[src/rtl/tlc_param_controller_pkg.sv]
// Shared state codes, lamp encodings and lamp decode
// for the parametrised two-road traffic-light controller.
package tlc_param_controller_pkg;

  localparam logic [2:0] S_HG  = 3'd0;
  localparam logic [2:0] S_HY  = 3'd1;
  localparam logic [2:0] S_AR1 = 3'd2;
  localparam logic [2:0] S_LG  = 3'd3;
  localparam logic [2:0] S_LY  = 3'd4;
  localparam logic [2:0] S_AR2 = 3'd5;

  localparam logic [2:0] LAMP_R = 3'b100;
  localparam logic [2:0] LAMP_Y = 3'b010;
  localparam logic [2:0] LAMP_G = 3'b001;

  typedef struct packed {
    logic [2:0] h;
    logic [2:0] l;
  } lamps_t;

  // Illegal codes show highway green so lamps stay one-hot
  function automatic lamps_t lamp_decode(input logic [2:0] st);
    lamps_t lp;
    lp.h = LAMP_G;
    lp.l = LAMP_R;
    case (st)
      S_HY: begin
        lp.h = LAMP_Y;
        lp.l = LAMP_R;
      end
      S_AR1, S_AR2: begin
        lp.h = LAMP_R;
        lp.l = LAMP_R;
      end
      S_LG: begin
        lp.h = LAMP_R;
        lp.l = LAMP_G;
      end
      S_LY: begin
        lp.h = LAMP_R;
        lp.l = LAMP_Y;
      end
      default: begin
        lp.h = LAMP_G;
        lp.l = LAMP_R;
      end
    endcase
    return lp;
  endfunction

endpackage

[src/rtl/tlc_sync2.sv]
// Two-flop synchronizer with active-low async reset.
// Used for the local-road sensor when TLC_SENSOR_SYNC_EN is defined.
module tlc_sync2 #(
  parameter int W = 1
) (
  input  logic         i_clk,
  input  logic         i_rst_n,
  input  logic [W-1:0] i_d,
  output logic [W-1:0] o_q
);

  logic [W-1:0] r_meta;
  logic [W-1:0] r_sync;

  always_ff @(posedge i_clk or negedge i_rst_n) begin
    if (!i_rst_n) begin
      r_meta <= '0;
      r_sync <= '0;
    end else begin
      r_meta <= i_d;
      r_sync <= r_meta;
    end
  end

  assign o_q = r_sync;

endmodule

[src/rtl/tlc_param_controller.sv]
// Two-road traffic-light FSM with min/max greens and all-red clearance.
// TLC_SENSOR_SYNC_EN adds a 2-flop sensor synchronizer.
module tlc_param_controller
  import tlc_param_controller_pkg::*;
#(
  parameter int CNT_W       = 8,
  parameter int GREEN_MIN_H = 8,
  parameter int GREEN_MIN_L = 4,
  parameter int GREEN_MAX_L = 12,
  parameter int YELLOW_T    = 3,
  parameter int ALLRED_T    = 1
) (
  input  logic       CLK,
  input  logic       RST,
  input  logic       SENSOR,
  output logic [2:0] H,
  output logic [2:0] L,
  output logic [2:0] STATE
);

  localparam int T_MAX = (1 << CNT_W) - 1;

  localparam logic [CNT_W-1:0] C_GMH =
    CNT_W'(GREEN_MIN_H > 0 ? GREEN_MIN_H - 1 : 0);
  localparam logic [CNT_W-1:0] C_GML =
    CNT_W'(GREEN_MIN_L > 0 ? GREEN_MIN_L - 1 : 0);
  localparam logic [CNT_W-1:0] C_GXL =
    CNT_W'(GREEN_MAX_L > 0 ? GREEN_MAX_L - 1 : 0);
  localparam logic [CNT_W-1:0] C_YEL =
    CNT_W'(YELLOW_T > 0 ? YELLOW_T - 1 : 0);
  localparam logic [CNT_W-1:0] C_ARD =
    CNT_W'(ALLRED_T > 0 ? ALLRED_T - 1 : 0);
  localparam logic [CNT_W-1:0] C_ONE = CNT_W'(1);
  localparam logic [CNT_W-1:0] C_SAT = '1;

  if (GREEN_MIN_L > GREEN_MAX_L || ALLRED_T == 0 ||
      GREEN_MIN_H > T_MAX || GREEN_MIN_L > T_MAX ||
      GREEN_MAX_L > T_MAX || YELLOW_T > T_MAX ||
      ALLRED_T > T_MAX) begin : g_param_err
    $error("tlc_param_controller: invalid timing parameters");
  end

  logic             w_sens;
  logic [2:0]       r_state;
  logic [2:0]       w_next;
  logic [CNT_W-1:0] r_timer;
  lamps_t           w_lamps;

`ifdef TLC_SENSOR_SYNC_EN
  tlc_sync2 #(
    .W(1)
  ) u_sync (
    .i_clk  (CLK),
    .i_rst_n(RST),
    .i_d    (SENSOR),
    .o_q    (w_sens)
  );
`else
  assign w_sens = SENSOR;
`endif

  always_comb begin
    w_next = r_state;
    case (r_state)
      S_HG:
        if (r_timer >= C_GMH && w_sens)
          w_next = S_HY;
      S_HY:
        if (r_timer == C_YEL)
          w_next = S_AR1;
      S_AR1:
        if (r_timer == C_ARD)
          w_next = S_LG;
      S_LG:
        if ((r_timer >= C_GML && !w_sens) ||
            r_timer == C_GXL)
          w_next = S_LY;
      S_LY:
        if (r_timer == C_YEL)
          w_next = S_AR2;
      S_AR2:
        if (r_timer == C_ARD)
          w_next = S_HG;
      default:
        w_next = S_HG;
    endcase
  end

  // Timer restarts on every state change and saturates while HG waits
  always_ff @(posedge CLK or negedge RST) begin
    if (!RST) begin
      r_state <= S_HG;
      r_timer <= '0;
    end else begin
      r_state <= w_next;
      if (w_next != r_state)
        r_timer <= '0;
      else if (r_timer != C_SAT)
        r_timer <= r_timer + C_ONE;
    end
  end

  assign w_lamps = lamp_decode(r_state);
  assign H       = w_lamps.h;
  assign L       = w_lamps.l;
  assign STATE   = r_state;

endmodule

[config.mk]
export PLATFORM = sky130hd
export DESIGN_NAME = tlc_param_controller
export DESIGN_NICKNAME = d
export VERILOG_FILES = /design/src/rtl/tlc_param_controller_pkg.sv /design/src/rtl/tlc_sync2.sv /design/src/rtl/tlc_param_controller.sv
export SDC_FILE = /design/constraint.sdc
export NUM_CORES = 1
export LEC_CHECK = 0
export CORE_UTILIZATION = 52
export CTS_BUF_LIST = sky130_fd_sc_hd__clkbuf_8 sky130_fd_sc_hd__clkbuf_16
export DETAILED_ROUTE_END_ITERATION = 10
export PLACE_DENSITY = 0.77
export SETUP_SLACK_MARGIN = 0.15
export SLEW_MARGIN = 20
export SYNTH_ARGS = -nofsm -noshare
export SYNTH_HDL_FRONTEND = slang
export SYNTH_SLANG_ARGS = --single-unit
[constraint.sdc]
create_clock -name CLK -period 1.9 [get_ports CLK]
set_input_delay 0.19 -clock CLK [delete_from_list [all_inputs] [get_ports CLK]]
set_output_delay 0.19 -clock CLK [all_outputs]
set_load 0.03 [all_outputs]
After elaboration in Yosys (flattened, before gate mapping)
Cells that the tools add are included.
- register bits: 11
- bits in latches: 0
- bits in writable memories: 0
- bits in read-only memories: 0
- input port bits: 3
- output and inout port bits: 9
- memories kept: 0
- $add $sub $neg: 1
- multipliers: 0
- div/mod/pow operators: 0
- magnitude comparators: 2
- eq/ne operators: 9
- shift-type cells: 0
- mux-type cells: 10
- bitwise logic cells: 0
- reductions and logical operators: 8
- operators by type and width (kind ; count):
    $pmux W6 S4 ; 1
    $mux W3 ; 6
    $pmux W3 S6 ; 1
    $mux W8 ; 2
    $add A8 B1 Y8 const B ; 1
    $eq A8 B2 Y1 const B ; 1
    $eq A8 B4 Y1 const B ; 1
    $ge A8 B2 Y1 const B ; 1
    $ge A8 B3 Y1 const B ; 1
    $logic_not A8 Y1 ; 1
    $ne A8 B8 Y1 const B ; 1
    $eq A3 B2 Y1 const B ; 2
    $eq A3 B3 Y1 const B ; 2
    $eq A3 B1 Y1 const B ; 1
    $logic_not A3 Y1 ; 1
    $ne A3 B3 Y1 ; 1
    $logic_and A1 B1 Y1 ; 2
    $reduce_bool A2 Y1 ; 1
    $reduce_or A2 Y1 ; 1
    $logic_not A1 Y1 ; 1
    $logic_or A1 B1 Y1 ; 1

Depth between registers and ports, before layout
Gate-level depths: netlist (run 1).
- depth in word-level cells: 7
- gate-level depth with buffers: 6
- mapped depth without buffers: 6

Worst setup path before layout (run 1)
Ideal clock, no wire load.
- path type: reg2reg
- start point: register r_state[2] (netlist: STATE[2])
- end point: register r_timer[4]
- library setup time: 0.143 ns
- arrival time: 2.322 ns
- required time: 1.757 ns
- setup slack: -0.565 ns
- cell stages (with the launch flop): 6
- buffers on the path: 1
- clock period less this slack: 2.465 ns
- cell sequence: dfrtp_1 -> buf_2 -> nor3b_1 -> nand3_1 -> a41oi_4 -> nor4_1
- cells in the longest elaborated chain, start to end: 4
- elaborated cells on any way between the ends: 16
- classes of those cells: 6 x eq/ne; 8 x mux; 2 x reduce/logical
- ends and longest elaborated chain (item ; line ; source):
    from (decl) ; tlc_param_controller.sv:44 ; logic [2:0] r_state;
    from (signal assigned) ; tlc_param_controller.sv:95 ; r_state <= w_next;
    $eq A3 B3 Y1, or another cell as far along ; tlc_param_controller.sv:64 ; case (r_state)
    $pmux W3 S6 ; tlc_param_controller.sv:64 ;
    $ne A3 B3 Y1 * ; tlc_param_controller.sv:96 ; if (w_next != r_state)
    $mux W8 or $reduce_bool A2 Y1 (tied branches) ; n/a ;
    to (signal assigned) ; tlc_param_controller.sv:99 ; r_timer <= r_timer + C_ONE;
    to (decl) ; tlc_param_controller.sv:46 ; logic [CNT_W-1:0] r_timer;
Every way passes the cells marked *; elsewhere a longest branch is shown, timed or not.
A chain may end at the register's enable or synchronous reset.

Worst setup path after layout (run 1)
- start point: register r_timer[0]
- end point: register r_timer[2]
- cells in the longest elaborated chain, start to end: 7
- elaborated cells on any way between the ends: 21
- classes of those cells: 1 x add/sub; 2 x order compare; 4 x eq/ne; 9 x mux; 5 x reduce/logical
- ends and longest elaborated chain (item ; line ; source):
    $ge A8 B2 Y1 ; tlc_param_controller.sv:75 ; if ((r_timer >= C_GML && !w_sens) ||
    $logic_and A1 B1 Y1 ; tlc_param_controller.sv:75 ;
    $logic_or A1 B1 Y1 ; tlc_param_controller.sv:75 ;
    $mux W3 ; tlc_param_controller.sv:75 ;
    $pmux W3 S6 ; tlc_param_controller.sv:64 ;
    $ne A3 B3 Y1 ; tlc_param_controller.sv:96 ;
    $mux W8 or $reduce_bool A2 Y1 (tied branches) ; n/a ;
Parallel ways exist; a longest one is shown, timed or not. The select of a mux whose other input is x is not followed.

==> out/results.tsv, run 1 <==
metric	value	unit
firstDrtPassIters	4	
cts.path.max_buffers	2	
ys_warn_count	0	
r2r_end	r_timer[2]	
post-route-util	86.21	%
async_flop_share	100.0	%
use_met1	38.63	%
grt_pass1_vias	771	
cp.required	2.06	ns
hold_path.class	input port to asynchronous set/reset pin	
p_leak	0.5314	nW
synth_nets	102	
initial_core_util	55.48	%
die_area	1772	um^2
clock_skew	0.003006	ns
place_congestion	0.8234	
cts_root_buffer	clkbuf_8	
antenna_left	0	
place_hpwl	1.441	mm
relSlewSlack	65.17	%
insertedDiodeCount	0	
r2r_slack	0.07	ns
cts_tree	built	
syn_to_final_growth	55.39	%
cp-start-kind	register	
h-tree-depth	1	
synth_ff_type	dfrtp_1	
ys_seq_area_share	32.93	%
viasPerCell	6.517	
placedCellCount	126	
powerDensity	1854	nW/um^2
setup_viol	0	
instances_no_fill	145	
cap_violations	0	
syn_area	835.8	um^2
cts-buffers-inserted	3	
dr.first_iter.drc_count	69	
worstRegToRegCells	8	
final_common_cell	buf_4	
grt_util_met3	5.603	%
route.vias.total	945	
fin_crit_sh	96.21	%
cts_hold_buf	0	
crit_type	register to register	
dieWidth	42.09	um
drc	0	
wirelength	2.616	mm
rsz0062_at_grt	yes	
grt_usage	27.82	%
vdd_drop_max	1090	uV
port_buffers	11	
hold_ws	0.2781	ns
finalSetupTns	0	ns
mostFrequentLayoutCells	22 x buf_4, 9 x nor2_1, 6 x inv_1, 6 x dfrtp_1	
arrival	1.99	ns
gr-total-overflow	0	
clkSinkCount	11	
finalInstanceArea	1299	um^2
nets	136	
grt_max_degree	13	
path_clk_slew	0.06	ns
finalMaxSlewViolations	0	
syn_inst	96	
ys_ff_latch	11	
wire_per_inst	18.04	um
crit_path_max_fanout	4	
antenna_found_initial	0	
grt_use_met2	42.19	%
tightestPinTransition	0.5209	ns
io_pins	12	
endpoint_kind	register	
synth_edf_count	0	
row_count	14	
grt_most_used_layer	met2	
post_dp_cell_area	1033	um^2
grt_pass1_wl	3.677	mm
layout-drive-gt1-share	45.74	%
synth.avg_cell_area	8.706	um^2
min_period	1.828	ns
fp.dieH	42.09	um
r2r_start	r_timer[0]	
fmax	0.5471	GHz
core_area	1506	um^2
synth_cell_types	40	
hold_viol	0	
run_status	complete, no violations	
clk_latency	0.26	ns
-- logic make-up after synthesis --
logic type,after synthesis,share of synthesized area [%]
adder cells (fa/ha/maj),3,4.491
AND/OR/NAND/NOR,46,31.59
flip-flops,11,32.93
XOR/XNOR,2,2.096
multiplexers,2,2.395
AO/OA/AOI/OAI,20,20.81
buffers and inverters,12,5.689
-- timing repair --
action | CTS | global route
buffers inserted | 4 | 11
setup endpoints to repair | 15 | 12
resized for setup | 10 | 22
endpoints found under the hold margin | 0 | 0
pin swaps | 3 | 10
-- routing by layer --
layer	routed length (um)	part of all wire, %
met5	0	0
met1	1122	43
met3	214	8.2
met2	1207	46
met4	72	2.8
-- synth_stat cells, types with 3 or more instances --
master    number  area, um^2
inv_1          7       26.28
nor3_1         7       35.03
nand2_1        5       18.77
ha_1           3       37.54
nor3b_1        4       30.03
nor2_1        10       37.54
nand4_1        3       18.77
nand3_1        6       30.03
dfrtp_1       11       275.3
clkbuf_1       3       11.26
-- power by group --
| group | switching (mW) | internal, mW |
|---|---|---|
| clock network | 0.111 | 0.146 |
| registers | 0.140 | 0.331 |
| logic | 0.884 | 0.796 |
| total | 1.14 | 1.27 |
-- sequential cells by signal, summed over array words and instances (netlist names) --
| register | cells |
|---|---|
| r_timer | 8 |
| STATE | 3 |
-- area by class of cell --
cell class / instances / area (um^2)
fill: 73 / 207.7
sequential: 11 / 281.5
multi-input combinational: 73 / 636.9
tap: 16 / 20.02
timing repair buffer: 34 / 287.8
clock buffer: 3 / 41.29
clock inverter: 1 / 5.005
inverter: 7 / 26.28
-- metrics by stage --
stage               setup slack [ns]  power [mW]
finish                       0.07201       2.408
global route                0.009809       2.528
CTS                           0.1210       1.969
detailed placement          -0.05043       1.679
global placement            -0.01960       1.669
floorplan                    0.08130       1.305
-- how the worst max path moves through the flow --
stage            endpoint  depth (start not counted)  slack, ns  startpoint
6_report       r_timer[2]                          8       0.07  r_timer[0]
5_1_grt        r_timer[3]                          6       0.01  r_timer[5]
4_1_cts        r_timer[3]                          4       0.12    STATE[2]
3_5_place_dp   r_timer[0]                          5      -0.05      SENSOR
3_3_place_gp   r_timer[1]                          5      -0.02      SENSOR
2_1_floorplan  r_timer[2]                          5       0.08    STATE[1]
-- critical path: stages (launching register included) --
cell,delay [ns]
dfrtp_1,0.39
inv_2,0.07
ha_1,0.19
nor3b_2,0.14
buf_4,0.16
a32oi_2,0.21
o211ai_1,0.15
buf_4,0.18
nor4_2,0.25
No activity file was read; power rests on OpenSTA's default activity.
==> inputs of run 2 (changes only) <==
--- a/config.mk
+++ b/config.mk
@@ -8,6 +8,7 @@
 export CORE_UTILIZATION = 52
 export CTS_BUF_LIST = sky130_fd_sc_hd__clkbuf_8 sky130_fd_sc_hd__clkbuf_16
 export DETAILED_ROUTE_END_ITERATION = 10
+export GPL_ROUTABILITY_DRIVEN = 0
 export PLACE_DENSITY = 0.77
 export SETUP_SLACK_MARGIN = 0.15
 export SLEW_MARGIN = 20
==> results of run 2 <==
The final DEF is identical to that of run 1; final timing and power are the same.
